===== src/rtl/dtw_axis_sample_unpacker_pkg.sv =====
// rtl/dtw_axis_sample_unpacker_pkg.sv - shared types, status bit indices and width helper
package dtw_axis_sample_unpacker_pkg;

    typedef enum logic {
        ST_IDLE   = 1'b0,
        ST_UNPACK = 1'b1
    } state_e;

    localparam int STAT_PARTIAL_LANE = 0;
    localparam int STAT_NULL_LAST    = 1;

    function automatic int clogb2(input int value);
        int r;
        r = 0;
        for (int i = 0; i < 31; i++) begin
            if ((1 << i) < value) r = i + 1;
        end
        return r;
    endfunction

endpackage


===== src/rtl/dtw_sample_fifo.sv =====
// rtl/dtw_sample_fifo.sv - first-word-fall-through sample FIFO with occupancy and almost-full
module dtw_sample_fifo
    import dtw_axis_sample_unpacker_pkg::*;
#(
    parameter int WIDTH     = 9,
    parameter int DEPTH     = 16,
    parameter int AF_MARGIN = 2
) (
    input  logic                        clk_i,
    input  logic                        rst_i,
    input  logic                        wr_en_i,
    input  logic [WIDTH-1:0]            wr_data_i,
    input  logic                        rd_en_i,
    output logic [WIDTH-1:0]            rd_data_o,
    output logic                        empty_o,
    output logic                        full_o,
    output logic [clogb2(DEPTH+1)-1:0]  count_o,
    output logic                        afull_o
);

    localparam int PTR_W = clogb2(DEPTH);
    localparam int CNT_W = clogb2(DEPTH + 1);

    logic [WIDTH-1:0] mem_q [DEPTH];
    logic [PTR_W-1:0] wr_ptr_q, wr_ptr_d;
    logic [PTR_W-1:0] rd_ptr_q, rd_ptr_d;
    logic [CNT_W-1:0] count_q, count_d;
    logic             do_wr, do_rd;

    // Full/empty come from the registered count only: no bypass in either direction.
    assign empty_o = (count_q == '0);
    assign full_o  = (count_q == CNT_W'(DEPTH));
    assign do_wr   = wr_en_i && !full_o;
    assign do_rd   = rd_en_i && !empty_o;

    always_comb begin
        wr_ptr_d = wr_ptr_q;
        rd_ptr_d = rd_ptr_q;
        count_d  = count_q;
        if (do_wr) wr_ptr_d = wr_ptr_q + PTR_W'(1);
        if (do_rd) rd_ptr_d = rd_ptr_q + PTR_W'(1);
        case ({do_wr, do_rd})
            2'b10:   count_d = count_q + CNT_W'(1);
            2'b01:   count_d = count_q - CNT_W'(1);
            default: count_d = count_q;
        endcase
    end

    always_ff @(posedge clk_i or posedge rst_i) begin
        if (rst_i) begin
            wr_ptr_q <= '0;
            rd_ptr_q <= '0;
            count_q  <= '0;
        end else begin
            wr_ptr_q <= wr_ptr_d;
            rd_ptr_q <= rd_ptr_d;
            count_q  <= count_d;
        end
    end

    always_ff @(posedge clk_i) begin
        if (do_wr) mem_q[wr_ptr_q] <= wr_data_i;
    end

    assign rd_data_o = empty_o ? '0 : mem_q[rd_ptr_q];
    assign count_o   = count_q;
    assign afull_o   = ((CNT_W'(DEPTH) - count_q) <= CNT_W'(AF_MARGIN));

endmodule


===== src/rtl/dtw_axis_sample_unpacker.sv =====
// rtl/dtw_axis_sample_unpacker.sv - AXI-Stream sink unpacking wide beats into a sample FIFO
module dtw_axis_sample_unpacker
    import dtw_axis_sample_unpacker_pkg::*;
#(
    parameter int C_S_AXIS_TDATA_WIDTH = 32,
    parameter int SAMPLE_WIDTH         = 8,
    parameter int FIFO_DEPTH           = 16,
    parameter int ALMOST_FULL_MARGIN   = 2
) (
    input  logic                                 S_AXIS_ACLK,
    input  logic                                 S_AXIS_ARESET,
    input  logic                                 S_AXIS_TVALID,
    output logic                                 S_AXIS_TREADY,
    input  logic [C_S_AXIS_TDATA_WIDTH-1:0]      S_AXIS_TDATA,
    input  logic [C_S_AXIS_TDATA_WIDTH/8-1:0]    S_AXIS_TSTRB,
    input  logic                                 S_AXIS_TLAST,
    input  logic                                 dtw_fifo_rden,
    output logic [SAMPLE_WIDTH-1:0]              dtw_fifo_dout,
    output logic                                 dtw_fifo_last,
    output logic                                 dtw_fifo_empty,
    output logic [clogb2(FIFO_DEPTH+1)-1:0]      dtw_fifo_count,
    output logic                                 dtw_fifo_afull,
    output logic [1:0]                           dtw_status
);

    localparam int LANES  = C_S_AXIS_TDATA_WIDTH / SAMPLE_WIDTH;
    localparam int BPL    = SAMPLE_WIDTH / 8;
    localparam int LANE_W = (LANES > 1) ? clogb2(LANES) : 1;
    localparam logic [LANE_W-1:0] LAST_LANE = LANE_W'(LANES - 1);

    state_e                               state_q, state_d;
    logic [LANES-1:0][SAMPLE_WIDTH-1:0]   data_q, data_d;
    logic [LANES-1:0]                     mask_q, mask_d;
    logic                                 tlast_q, tlast_d;
    logic [LANE_W-1:0]                    hi_q, hi_d;
    logic [LANE_W-1:0]                    lane_q, lane_d;
    logic [1:0]                           status_q, status_d;

    logic [LANES-1:0]   lane_valid_in, lane_partial_in;
    logic [LANE_W-1:0]  hi_in;
    logic               tready_int, handshake, wr_en, fifo_full, cur_valid, at_end;
    logic [SAMPLE_WIDTH:0] wr_data, rd_data;

    // A lane counts only when every one of its byte strobes is set.
    always_comb begin
        lane_valid_in   = '0;
        lane_partial_in = '0;
        hi_in           = '0;
        for (int l = 0; l < LANES; l++) begin
            lane_valid_in[l]   = &S_AXIS_TSTRB[l*BPL +: BPL];
            lane_partial_in[l] = (|S_AXIS_TSTRB[l*BPL +: BPL]) && !lane_valid_in[l];
            if (lane_valid_in[l]) hi_in = LANE_W'(l);
        end
    end

    assign cur_valid = mask_q[lane_q];
    assign at_end    = (lane_q == LAST_LANE);
    assign handshake = S_AXIS_TVALID && tready_int && !S_AXIS_ARESET;

    always_comb begin
        state_d    = state_q;
        data_d     = data_q;
        mask_d     = mask_q;
        tlast_d    = tlast_q;
        hi_d       = hi_q;
        lane_d     = lane_q;
        status_d   = status_q;
        tready_int = 1'b0;
        wr_en      = 1'b0;

        case (state_q)
            ST_IDLE: tready_int = 1'b1;
            ST_UNPACK: begin
                wr_en = cur_valid && !fifo_full;
                if (!cur_valid || !fifo_full) begin
                    if (at_end) begin
                        tready_int = 1'b1;
                        state_d    = ST_IDLE;
                    end else begin
                        lane_d = lane_q + LANE_W'(1);
                    end
                end
            end
            default: state_d = ST_IDLE;
        endcase

        // Accepting the next beat on the final lane keeps the stream back-to-back.
        if (handshake) begin
            if (|lane_partial_in) status_d[STAT_PARTIAL_LANE] = 1'b1;
            if (|lane_valid_in) begin
                data_d  = S_AXIS_TDATA;
                mask_d  = lane_valid_in;
                tlast_d = S_AXIS_TLAST;
                hi_d    = hi_in;
                lane_d  = '0;
                state_d = ST_UNPACK;
            end else begin
                if (S_AXIS_TLAST) status_d[STAT_NULL_LAST] = 1'b1;
                lane_d  = '0;
                state_d = ST_IDLE;
            end
        end
    end

    always_ff @(posedge S_AXIS_ACLK or posedge S_AXIS_ARESET) begin
        if (S_AXIS_ARESET) begin
            state_q  <= ST_IDLE;
            data_q   <= '0;
            mask_q   <= '0;
            tlast_q  <= 1'b0;
            hi_q     <= '0;
            lane_q   <= '0;
            status_q <= '0;
        end else begin
            state_q  <= state_d;
            data_q   <= data_d;
            mask_q   <= mask_d;
            tlast_q  <= tlast_d;
            hi_q     <= hi_d;
            lane_q   <= lane_d;
            status_q <= status_d;
        end
    end

    assign wr_data = {tlast_q && (lane_q == hi_q), data_q[lane_q]};

    dtw_sample_fifo #(
        .WIDTH     (SAMPLE_WIDTH + 1),
        .DEPTH     (FIFO_DEPTH),
        .AF_MARGIN (ALMOST_FULL_MARGIN)
    ) u_fifo (
        .clk_i     (S_AXIS_ACLK),
        .rst_i     (S_AXIS_ARESET),
        .wr_en_i   (wr_en),
        .wr_data_i (wr_data),
        .rd_en_i   (dtw_fifo_rden),
        .rd_data_o (rd_data),
        .empty_o   (dtw_fifo_empty),
        .full_o    (fifo_full),
        .count_o   (dtw_fifo_count),
        .afull_o   (dtw_fifo_afull)
    );

    assign S_AXIS_TREADY = tready_int && !S_AXIS_ARESET;
    assign dtw_fifo_dout = rd_data[SAMPLE_WIDTH-1:0];
    assign dtw_fifo_last = rd_data[SAMPLE_WIDTH];
    assign dtw_status    = status_q;

endmodule


===== config.mk =====
export PLATFORM = sky130hd
export DESIGN_NAME = dtw_axis_sample_unpacker
export DESIGN_NICKNAME = d
export VERILOG_FILES = /design/src/rtl/dtw_axis_sample_unpacker_pkg.sv /design/src/rtl/dtw_sample_fifo.sv /design/src/rtl/dtw_axis_sample_unpacker.sv
export SDC_FILE = /design/constraint.sdc
export NUM_CORES = 1
export LEC_CHECK = 0
export CAP_MARGIN = 20
export CORE_MARGIN = 4
export CORE_UTILIZATION = 45
export DETAILED_ROUTE_END_ITERATION = 10
export HOLD_SLACK_MARGIN = 0.06
export PLACE_DENSITY = 0.66
export SLEW_MARGIN = 25
export SYNTH_ARGS = -nofsm -noshare
export SYNTH_HDL_FRONTEND = slang
export SYNTH_SLANG_ARGS = --single-unit

===== constraint.sdc =====
create_clock -name S_AXIS_ACLK -period 3 [get_ports S_AXIS_ACLK]
set_input_delay 0.6 -clock S_AXIS_ACLK [delete_from_list [all_inputs] [get_ports S_AXIS_ACLK]]
set_output_delay 0.6 -clock S_AXIS_ACLK [all_outputs]
set_load 0.02 [all_outputs]

==> flow_summary.toml <==
[routing]
wire_per_inst_um = 21.2
num_vias = 4428
viasPerCell = 5.56
first_pass_iters = 4
drt_iter0_markers = 249
routed_wl_um = 16800
drtAntennaViolNets = 0
drc_errors = 0

[grt]
grt_busiest_layer = "met2"
use_met2_pct = 26.7
grt_usage_pct = 16.7
antenna_found_initial = 0
grt_pass1_wl_um = 27100
grtUsageMet1_pct = 23.0
groute.layer.met3.usage_pct = 4.93
gr-total-overflow = 0
grt_max_degree = 36
grt_pass1_vias = 4814

[critical_path]
path_buf_inv = 3
critPathLaunchType = "flop"
slowest_delay_ns = 0.51
endpoint_kind = "output port"
crit_required_ns = 2.40
crit_family = "multiplexers"
cp_slowest_cell = "mux4_2"
critPathKind = "flop to output port"
path_max_fanout = 6
arrival_ns = 2.34
path_cells = "buf_4 > buf_12 > mux4_2 > mux2i_2 > o22ai_4 > clkdlybuf4s15_2"

[power_and_ir_drop]
power.density_nw_per_um2 = 1110
irDropWorstVdd_mv = 0.603
power.total_mw = 11.4
p_leak_nw = 3.66

[sta]
report.final.hold_viol_count = 0
hold_slack_ns = 0.503
worst_pin_slew_ns = 0.811
max_freq_mhz = 341
finalClockSkew_ns = 0.00707
relSlewSlack_pct = 45.9
finalWorstPathRequiredPeriod_ns = 2.94
report.final.slew_viol_count = 0
post-route-period-util_pct = 97.8
rsz0062_at_grt = "true"
setup_viol = 0

[logic_synthesis]
postSynthCellCount = 472
avgSynthCellArea_um2 = 18.0
async_reset_ff_share_pct = 28.0
synth-seq-cells = 200
ys_seq_area_share_pct = 67.6
syn_area_um2 = 8470
yosysWarnings = 0
synth_fp_nets = 527
ys_types = 48
synth_flop_cell = "edfxtp_1"
synth_edf_count = 144

[floorplanning]
core_um2 = 18300
pin_count = 60
std_cell_rows = 49
die_h_um = 145
start_util_pct = 46.4
die_area_um2 = 21100
die_w_um = 145

[final_layout]
n_fill_cell = 1406
final_cell_mix = "edfxtp_1 (144), dfrtp_1 (54), clkdlybuf4s50_1 (47), mux4_2 (45), mux2_2 (34)"
final_common_cell = "edfxtp_1"
layout.nets = 609
drive_above_1_share_pct = 30.5
antenna_cells = 0
syn_to_final_growth_pct = 20.3

[clock_network]
cts.hold.buffers_added = 0
clockBufferDepth = 2
cts_sinks = 200
clkLatencyLatePin_ns = 0.44
numCtsBuffers = 17
cts.htree.levels = 4
cts_tree = "yes"
path_clk_slew_ns = 0.07
clockRootBuffer = "clkbuf_16"

[placed_design]
dp_hpwl_um = 11400
portBuffers = 58
gp_congestion = 0.722

[outcome]
status = "finished clean"

[run]
cap_violations = 0

[worst_hold_path]
hold_class = "flop to flop"
[worst reg2reg max path, cell delays in order (launching register included)]
cell	delay [ns]
dfrtp_1	0.38
inv_1	0.09
ha_1	0.16
nand2b_1	0.08
nor2_2	0.16
ha_2	0.25
and3b_1	0.24
inv_6	0.09
ha_4	0.21
xor2_1	0.17
ha_2	0.22
a21boi_0	0.23
o32ai_2	0.11
nor4b_2	0.25
xnor2_1	0.10
[area by class of cell]
cell class                      count  area, um2  area share (%)
Inverter                           16       65.1           0.638
Timing Repair Buffer               91        882            8.65
Clock inverter                     15        186            1.83
Sequential cell                   200       5730            56.2
Clock buffer                       17        425            4.17
Multi-Input combinational cell    228       2620            25.7
Tap cell                          229        287            2.81
[synthesized netlist by cell type (all sizes together), types with 4 or more instances]
master / count / area share [%]
nand2b: 8 / 0.59
xnor2: 11 / 1.1
mux2: 35 / 4.7
nand2: 8 / 0.35
and2: 4 / 0.30
clkbuf: 11 / 0.49
o21ai: 7 / 0.41
nor4: 6 / 0.44
o22ai: 9 / 0.66
dfrtp: 56 / 17
nor3: 5 / 0.30
edfxtp: 144 / 51
inv: 16 / 0.71
mux4: 45 / 12
ha: 14 / 2.1
nor2: 14 / 0.71
mux2i: 21 / 2.5
buf: 17 / 1.3
a22o: 4 / 0.41
[state kept, by name, summed over array words and instances (netlist names)]
name / cells
u_fifo.mem_q: 144
data_q: 32
u_fifo.count_o: 5
mask_q: 4
u_fifo.rd_ptr_q: 4
u_fifo.wr_ptr_q: 4
hi_q: 2
lane_q: 2
dtw_status: 1
state_q: 1
tlast_q: 1
[power breakdown]
| part | leakage (nW) | switching (mW) | total [mW] | internal, mW |
|---|---|---|---|---|
| clock network | 0.294 | 1.08 | 2.35 | 1.27 |
| registers | 1.97 | 0.364 | 4.49 | 4.13 |
| logic | 1.40 | 2.45 | 4.52 | 2.08 |
| total | 3.66 | 3.89 | 11.4 | 7.48 |
[final timing paths]
| kind | start | slack, ns | to | cells after the start |
|---|---|---|---|---|
| hold reg to reg | dtw_status[1] | 0.50 | dtw_status[1] | 1 |
| setup / recovery | u_fifo.rd_ptr_q[0] | 0.06 | dtw_fifo_dout[6] | 6 |
| hold / removal | dtw_status[1] | 0.50 | dtw_status[1] | 1 |
| max in group asynchronous | S_AXIS_ARESET | 1.55 | data_q[1] | 3 |
| min in group asynchronous | S_AXIS_ARESET | 0.69 | data_q[30] | 2 |
| setup reg to reg | u_fifo.count_o[0] | 0.14 | u_fifo.count_o[4] | 14 |
[per-stage QoR]
| step | utilization (%) | area, um2 | setup TNS, ns | setup WS (ns) | cells |
|---|---|---|---|---|---|
| floorplan | - | 8550 | 0 | 0.00449 | 472 |
| global placement | 52.2 | 9540 | 0 | 0.0468 | 763 |
| detailed placement | 52.2 | 9540 | 0 | 0.00743 | 763 |
| CTS | 55.7 | 10200 | 0 | 0.00610 | 796 |
| global route | 55.8 | 10200 | -0.131 | -0.0389 | 796 |
| finish | 55.8 | 10200 | 0 | 0.0646 | 796 |
[kinds of logic (layout without fill, tap and decap cells)]
kind of cell / Yosys count / count (layout) / share of synthesized area (%)
other: 1 / 1 / 0.0443
buffers and inverters: 44 / 139 / 2.47
DFF: 200 / 200 / 67.6
adders and majority gates: 14 / 14 / 2.07
xor gates and xnor gates: 14 / 14 / 1.45
and+or+nand+nor: 64 / 64 / 4.34
AOI/OAI and AO/OA: 34 / 34 / 2.92
muxes: 101 / 101 / 19.1
[routing by layer]
| layer | up-vias | share of wire [%] |
|---|---|---|
| met4 | 0 | 0.95 |
| met5 | - | 0 |
| met3 | 18 | 5.5 |
| li1 | 2016 | - |
| met2 | 119 | 49 |
| met1 | 2275 | 44 |
[timing repair]
item | in CTS | in global routing
setup buffers | 1 | 0
setup endpoints to repair | 10 | 12
gates resized for setup | 22 | 8
cloned | 0 | 0
Power figures use the tool's default switching activity.
